==> config.mk <==
export PLATFORM = sky130hd
export DESIGN_NAME = spindle_spike_gen
export DESIGN_NICKNAME = d
export VERILOG_FILES = /design/src/rtl/spindle_pkg.sv /design/src/rtl/flt2fix_q17_8.sv /design/src/rtl/spindle_spike_gen.sv
export SDC_FILE = /design/constraint.sdc
export NUM_CORES = 1
export LEC_CHECK = 0
export CAP_MARGIN = 10
export CORE_AREA = 2 2 167 169
export CTS_BUF_LIST = sky130_fd_sc_hd__clkbuf_4 sky130_fd_sc_hd__clkbuf_8
export DETAILED_ROUTE_END_ITERATION = 16
export DIE_AREA = 0 0 169 171
export PLACE_DENSITY = 0.76
export SKIP_CTS_REPAIR_TIMING = 1
export SLEW_MARGIN = 10
export SYNTH_ARGS = -nofsm -noshare
export SYNTH_HDL_FRONTEND = slang
export SYNTH_SLANG_ARGS = --single-unit
==> constraint.sdc <==
create_clock -name clk -period 5.5 [get_ports clk]
set_input_delay 1.1 -clock clk [delete_from_list [all_inputs] [get_ports clk]]
set_output_delay 1.1 -clock clk [all_outputs]
set_load 0.01 [all_outputs]
==> src/rtl/spindle_pkg.sv <==
// rtl/spindle_pkg.sv - shared constants, FSM state type and accumulator helper for spindle_spike_gen
package spindle_pkg;

  localparam int Q_FRAC = 8;
  localparam int RATE_W = 25;
  localparam logic [RATE_W-1:0] RATE_SAT = 25'h1FF_FFFF;

  // Biased IEEE-754 single exponent bounds for the Q17.8 conversion window
  localparam logic [7:0] EXP_MIN    = 8'd119;
  localparam logic [7:0] EXP_SAT    = 8'd144;
  localparam logic [7:0] EXP_BIAS_Q = 8'd150;

  typedef enum logic [1:0] {
    IDLE    = 2'd0,
    CONV_IA = 2'd1,
    CONV_II = 2'd2
  } sg_state_t;

  // Residue after a spike, clamped so one tick can never owe a second spike
  function automatic logic [31:0] acc_wrap(input logic [31:0] n, input logic [31:0] thresh);
    logic [31:0] d;
    d = n - thresh;
    return (d > thresh - 32'd1) ? thresh - 32'd1 : d;
  endfunction

endpackage

==> src/rtl/flt2fix_q17_8.sv <==
// rtl/flt2fix_q17_8.sv - IEEE-754 single to unsigned Q17.8 with truncation and saturation
module flt2fix_q17_8
  import spindle_pkg::*;
(
  input  logic [31:0]       flt,
  output logic [RATE_W-1:0] fix
);

  logic [7:0]  expo;
  logic [31:0] mant_q;
  logic [4:0]  rsh;

  // Inside the window exp is 119..143, so only the right-shift path exists (shift 7..31)
  always_comb begin
    expo   = flt[30:23];
    mant_q = {1'b1, flt[22:0], 8'h00};
    rsh    = 5'(EXP_BIAS_Q - expo);
    fix    = '0;
    if (flt[31] || (expo < EXP_MIN)) begin
      fix = '0;
    end else if (expo >= EXP_SAT) begin
      fix = RATE_SAT;
    end else begin
      fix = RATE_W'(mant_q >> rsh);
    end
  end

endmodule

==> src/rtl/spindle_spike_gen.sv <==
// rtl/spindle_spike_gen.sv - converts Ia/II float rates to fixed point and integrates them into spike trains
module spindle_spike_gen
  import spindle_pkg::*;
#(
  parameter int TICK_HZ = 1000,
  parameter int CNT_W   = 16
) (
  input  logic             clk,
  input  logic             reset,
  input  logic             rate_valid,
  input  logic [31:0]      ia_rate,
  input  logic [31:0]      ii_rate,
  input  logic             tick,
  input  logic             cnt_clear,
  output logic             spike_ia,
  output logic             spike_ii,
  output logic [CNT_W-1:0] cnt_ia,
  output logic [CNT_W-1:0] cnt_ii,
  output logic             busy
);

  localparam logic [31:0] THRESH = 32'(TICK_HZ) << Q_FRAC;

  sg_state_t         state;
  logic              pend;
  logic [31:0]       hold_ia, hold_ii;
  logic [RATE_W-1:0] rate_ia, rate_ii;
  logic [31:0]       acc_ia, acc_ii;

  logic [31:0]       conv_in;
  logic [RATE_W-1:0] conv_out;
  logic [31:0]       n_ia, n_ii;
  logic              hit_ia, hit_ii;

  function automatic logic [CNT_W-1:0] cnt_next(input logic [CNT_W-1:0] cnt,
                                                input logic clr, input logic spk);
    if (clr) return CNT_W'(spk);
    if (spk && (cnt != {CNT_W{1'b1}})) return cnt + CNT_W'(1);
    return cnt;
  endfunction

  assign conv_in = (state == CONV_II) ? hold_ii : hold_ia;

  flt2fix_q17_8 u_f2x (
    .flt (conv_in),
    .fix (conv_out)
  );

  // Rates update on the same edge as a tick, so the tick sees the old rate
  assign n_ia   = acc_ia + 32'(rate_ia);
  assign n_ii   = acc_ii + 32'(rate_ii);
  assign hit_ia = tick & (n_ia >= THRESH);
  assign hit_ii = tick & (n_ii >= THRESH);

  assign busy = pend | (state != IDLE);

  always_ff @(posedge clk) begin
    if (!reset) begin
      state   <= IDLE;
      pend    <= 1'b0;
      hold_ia <= '0;
      hold_ii <= '0;
      rate_ia <= '0;
      rate_ii <= '0;
    end else begin
      if (rate_valid) begin
        hold_ia <= ia_rate;
        hold_ii <= ii_rate;
      end
      // A strobe on the IDLE->CONV_IA edge re-arms pend for another pass
      pend <= rate_valid | (pend & (state != IDLE));
      case (state)
        IDLE: begin
          if (pend) state <= CONV_IA;
        end
        CONV_IA: begin
          rate_ia <= conv_out;
          state   <= CONV_II;
        end
        CONV_II: begin
          rate_ii <= conv_out;
          state   <= IDLE;
        end
        default: state <= IDLE;
      endcase
    end
  end

  always_ff @(posedge clk) begin
    if (!reset) begin
      acc_ia   <= '0;
      acc_ii   <= '0;
      spike_ia <= 1'b0;
      spike_ii <= 1'b0;
      cnt_ia   <= '0;
      cnt_ii   <= '0;
    end else begin
      spike_ia <= hit_ia;
      spike_ii <= hit_ii;
      if (tick) begin
        acc_ia <= hit_ia ? acc_wrap(n_ia, THRESH) : n_ia;
        acc_ii <= hit_ii ? acc_wrap(n_ii, THRESH) : n_ii;
      end
      cnt_ia <= cnt_next(cnt_ia, cnt_clear, hit_ia);
      cnt_ii <= cnt_next(cnt_ii, cnt_clear, hit_ii);
    end
  end

endmodule

* After elaboration in Yosys (flattened, before gate mapping)
Index checks and enable logic that the tools add are counted.
** Word-level totals
- Register bits :: 215
- Bits of input ports :: 69
- Output and inout port bits :: 35
- Logic and storage cells :: 68
** Operators by class
- Add/subtract/negate cells :: 7
- Magnitude comparators :: 6
- Equality and inequality tests :: 5
- Shifts and indexed selects :: 1
- Multiplexer cells :: 25
- Bitwise logic cells :: 5
- Reductions and logical operators :: 7
** Operators with widths (count)
- $mux 32 :: 5
- $mux 16 :: 8
- $add 32x25->32 :: 2
- $ge 32x18->1 const B :: 2
- $gt 32x18->1 const B :: 2
- $sub 32x18->32 const B :: 2
- $mux 25 :: 2
- $add 16x1->16 const B :: 2
- $ne 16x16->1 const B :: 2
- $shr 32x5->25 :: 1
- $ge 8x8->1 const B :: 1
- $lt 8x7->1 const B :: 1
- $mux 1 :: 8
- $reduce_bool 2->1 :: 3
- $sub 5x5->5 const A :: 1
- $pmux 2 s2 :: 1
- $and 1x1->1 :: 3
- $eq 2x1->1 const B :: 1
- $eq 2x2->1 const B :: 1
- $logic_and 1x1->1 :: 2
- $logic_not 2->1 :: 1
- $mux 2 :: 1
- $ne 2x2->1 const B :: 1
- $or 1x1->1 :: 2
- $logic_or 1x1->1 :: 1

* Longest topological paths before layout
- Word-level depth :: 9
- Mapped depth :: 18
- Mapped depth without buffers :: 15

* By module
A second synthesis with hierarchy kept.
** Unflattened totals
- Cells, all modules :: 1873
- Area total of the unflattened synthesis :: 15118.2 um^2
** Modules (own cells, without submodules)
- spindle_spike_gen :: times used 1, cells an instance 1635, area an instance 13240.2 um^2
- flt2fix_q17_8 :: times used 1, cells an instance 238, area an instance 1878.1 um^2

* Least setup slack after synthesis
Ideal clock, no wire load.
- Path type :: flip-flop to flip-flop
- From :: register rate_ii[0]
- To :: register acc_ii[14]
- Setup time :: 70 ps
- Arrival time :: 4027 ps
- Required time :: 5430 ps
- Slack :: 1402 ps
- Cell stages (with the launch flop) :: 17
- Buffers on the path :: 2
- Period minus slack after synthesis :: 4098 ps
- Cells stage by stage :: dfxtp_1 ha_1 fa_1 a21o_1 a221o_1 a211oi_2 xor2_1 ha_1 buf_1 inv_1 or4_1 o31ai_1 o31ai_1 o2111a_1 a31oi_4 buf_6 o21bai_1
** On the way
- Word-level cells in the longest chain between the ends :: 5
- Elaborated cells between the ends (all ways) :: 7
** Ends and longest elaborated chain
- from (decl) :: RTL line spindle_spike_gen.sv:27 : logic [RATE_W-1:0] rate_ia, rate_ii;
- from (signal assigned) :: RTL line spindle_spike_gen.sv:81 : rate_ii <= conv_out;
- $add 32x25->32 * :: RTL line spindle_spike_gen.sv:51 : assign n_ii = acc_ii + 32'(rate_ii);
- $sub 32x18->32 :: RTL line spindle_pkg.sv:22 : d = n - thresh;
- $gt 32x18->1 :: RTL line spindle_pkg.sv:23 : return (d > thresh - 32'd1) ? thresh - 32'd1 : d;
- $mux 32 :: RTL line spindle_pkg.sv:23
- $mux 32 * :: RTL line spindle_spike_gen.sv:102 : acc_ii <= hit_ii ? acc_wrap(n_ii, THRESH) : n_ii;
- to (signal assigned) :: RTL line spindle_spike_gen.sv:102
- to (decl) :: RTL line spindle_spike_gen.sv:28 : logic [31:0] acc_ia, acc_ii;
Mark *: on every way between the ends. The rest lies on a longest branch, timed or not.
A chain may end at the register's enable or synchronous reset.

* Worst setup path in the final report
- From :: register rate_ia[4]
- To :: register acc_ia[2]
** On the way
- Word-level cells in the longest chain between the ends :: 5
- Elaborated cells between the ends (all ways) :: 7
** Ends and longest elaborated chain
- from (decl) :: RTL line spindle_spike_gen.sv:27
- from (signal assigned) :: RTL line spindle_spike_gen.sv:77 : rate_ia <= conv_out;
- $add 32x25->32 * :: RTL line spindle_spike_gen.sv:50 : assign n_ia = acc_ia + 32'(rate_ia);
- $sub 32x18->32 :: RTL line spindle_pkg.sv:22
- $gt 32x18->1 :: RTL line spindle_pkg.sv:23
- $mux 32 :: RTL line spindle_pkg.sv:23
- $mux 32 * :: RTL line spindle_spike_gen.sv:101 : acc_ia <= hit_ia ? acc_wrap(n_ia, THRESH) : n_ia;
- to (signal assigned) :: RTL line spindle_spike_gen.sv:101
- to (decl) :: RTL line spindle_spike_gen.sv:28
Marks and branches as above.

==> flow_summary.ini <==
[outcome]
outcome = finished clean

[sta]
fin_setup_tns_ns = 0
finalCriticalPeriod_ns = 4.73
worst_slew_margin_rel_pct = 21.5
rsz0062_at_grt = false
final-hold-violation-count = 0
setup_violations = 0
finalClockSkew_ns = 0.0185
slew_viol_final = 0
fmax_mhz = 211
period_share_pct = 86.1
holdWs_ns = 0.452
worst_pin_slew_ns = 1.17

[clock_network]
root_buffer = clkbuf_8
cts_tree = done
numCtsBuffers = 39
cts.sinks = 215
worst_skew_pair.late_latency_ns = 0.55
cts-htree-levels = 2
cts_buffer_depth = 3
clkTransAtPathRegs_ns = 0.06

[floorplan]
die_w_um = 169
die_y_um = 171
num_rows = 61
initial_core_util_pct = 55.6
io_pins = 104
core_um2 = 27300
dieArea_um2 = 28900

[global_route]
grt_max_degree = 73
antenna_found_initial = 0
gr-usage-all-layers_pct = 27.4
grt_overflow = 0
first_global_vias = 13200
grt_pass1_wl_mm = 65.7

[synth]
synth_edf_count = 0
synth.most_common_cell = nand2_1
seq_area_frac_synth_pct = 28.3
yosys.area.top_type = dfxtp_1
ys.flop_type = dfxtp_1
synth.distinct_cells = 95
async_flop_share_pct = 0
synthCells = 1912
avgSynthCellArea_um2 = 7.94
yosysWarnings = 0
synth_fp_nets = 2040
yosys-top-cells-area = dfxtp_1, mux2i_1, nand2_1
yosys_register_bits = 215
synth_top_area_share_pct = 28.3
syn_area_um2 = 15200
synth_top_cells_by_count = nand2_1, dfxtp_1, a21oi_1

[worst_hold_path]
hold_path.startpoint = pend
holdPathEnd = state[0]
worst_hold_path_type = flip-flop to flip-flop
min_path_cells = 2

[worst_setup_path]
r2r_cells = 14
worstSetupStartpointType = flip-flop
path_class = flip-flop to flip-flop
r2r_slack_ns = 0.77
end_kind = flip-flop
r2r_end = acc_ia[2]
path_max_fanout = 18
r2r_start = rate_ia[4]
arrival_ns = 5.13
critical_path_required_ns = 5.89

[route]
drt_drc_violations_left = 0
wire_per_inst_um = 17.4
wl_mm = 40.4
dr_total_vias = 14200
routed_via_density = 6.10
firstDrtPassIters = 7
dr.first_iter.drc_count = 1070
antenna_left = 0

[placement]
port_buffers = 103
gp_congestion = 0.968
post-dp-hpwl_mm = 29.6

[layout]
area_growth_pct = 12.4
nFillCells = 2428
num_antenna_cells = 0
fin_nets = 2078
drive_gt1_share_pct = 9.31

[pwr]
p_leak_nw = 6.99
worst_ir_drop_vdd_mv = 0.217
p_per_area_nw_per_um2 = 215

[flow_run]
maxCapViolations = 0
worst max-delay path by stage:
stage / startpoint / to / cells past startpoint
finish: rate_ia[4] / acc_ia[2] / 14
CTS: rate_ia[0] / acc_ia[3] / 15
global route: rate_ia[4] / acc_ia[2] / 14
detailed placement: rate_ia[0] / acc_ia[4] / 15
global placement: rate_ia[0] / acc_ia[15] / 15
floorplan: rate_ii[0] / acc_ii[14] / 16
per-stage QoR:
stage,utilization (%),std cells,power [mW],setup slack [ns],area (um^2)
after floorplan,-,1912,2.03,1.40,15200
after global placement,59.6,2255,2.18,0.867,16300
after detailed placement,59.6,2255,2.19,0.805,16300
after CTS,62.5,2323,3.69,0.781,17100
after global routing,62.5,2323,3.83,0.455,17100
final,62.5,2323,3.67,0.765,17100
kinds of logic (layout without fill, tap and decap cells):
kind of cell / count (synthesis) / in the layout / synth area share (%)
simple gates: 728 / 728 / 24.4
compound gates: 533 / 533 / 23.7
flops: 215 / 215 / 28.3
mux: 164 / 164 / 11.1
buf+inv: 154 / 219 / 4.16
fa+ha+maj: 59 / 59 / 4.96
xor+xnor: 59 / 59 / 3.40
power breakdown:
part / internal (mW) / switching [mW] / total, mW
Combinational: 0.228 / 0.301 / 0.528
Sequential: 1.60 / 0.0313 / 1.63
Clock: 0.835 / 0.671 / 1.51
Total: 2.66 / 1.00 / 3.67
layer usage:
metal  share of wire (%)  up-vias  global-route usage, %  wire length (um)
li1                    -     7050                      -                 -
met1                  45     6573                   36.2             18200
met2                  45      443                   44.4             18200
met3                 5.8       94                   4.02              2350
met4                 3.9        0                   12.7              1570
met5                   0        -                      0                 0
flip-flops by register name, summed over array words and instances (netlist names), 2 cells and up:
name / flops
rate_ii: 25
rate_ia: 25
acc_ia: 32
hold_ii: 32
hold_ia: 32
acc_ii: 32
cnt_ii: 16
cnt_ia: 16
state: 2
placed cells by master, fill, tap and decap left out, types with 23 or more instances in the layout:
cell	count
nand2_1	236
dfxtp_1	215
a21oi_1	151
mux2i_1	128
nor2_1	126
clkdlybuf4s50_1	100
nor2b_1	89
o21ai_0	89
ha_1	57
and2_1	46
nand3_1	44
clkbuf_8	43
mux2_2	36
nand4_1	35
a21o_1	34
xnor2_1	32
nor3_1	31
a31oi_1	29
and3_1	27
xor2_1	25
buf_4	25
inv_1	24
a211oi_1	23
critical path: stages, from the launching register on:
cell       delay, ns
dfxtp_1         0.32
ha_1            0.41
a21oi_2         0.25
o211ai_2        0.28
a21oi_1         0.53
xor2_1          0.29
ha_1            0.29
nor3b_2         0.38
nand3_1         0.41
nor2_1          0.26
nor2_1          0.07
o32a_1          0.37
a2111oi_4       0.30
buf_4           0.31
o21ai_0         0.12
cell type report:
cell class	instances	area (um^2)	area share [%]
clock buffers	60	719	4.22
clock inverters	8	48.8	0.286
inverters	25	93.8	0.550
multi-input cells	1543	10300	60.2
flip-flops and latches	215	4300	25.2
well taps	346	433	2.54
repair buffers	126	1190	6.99
(Power assumes the default switching activity.)
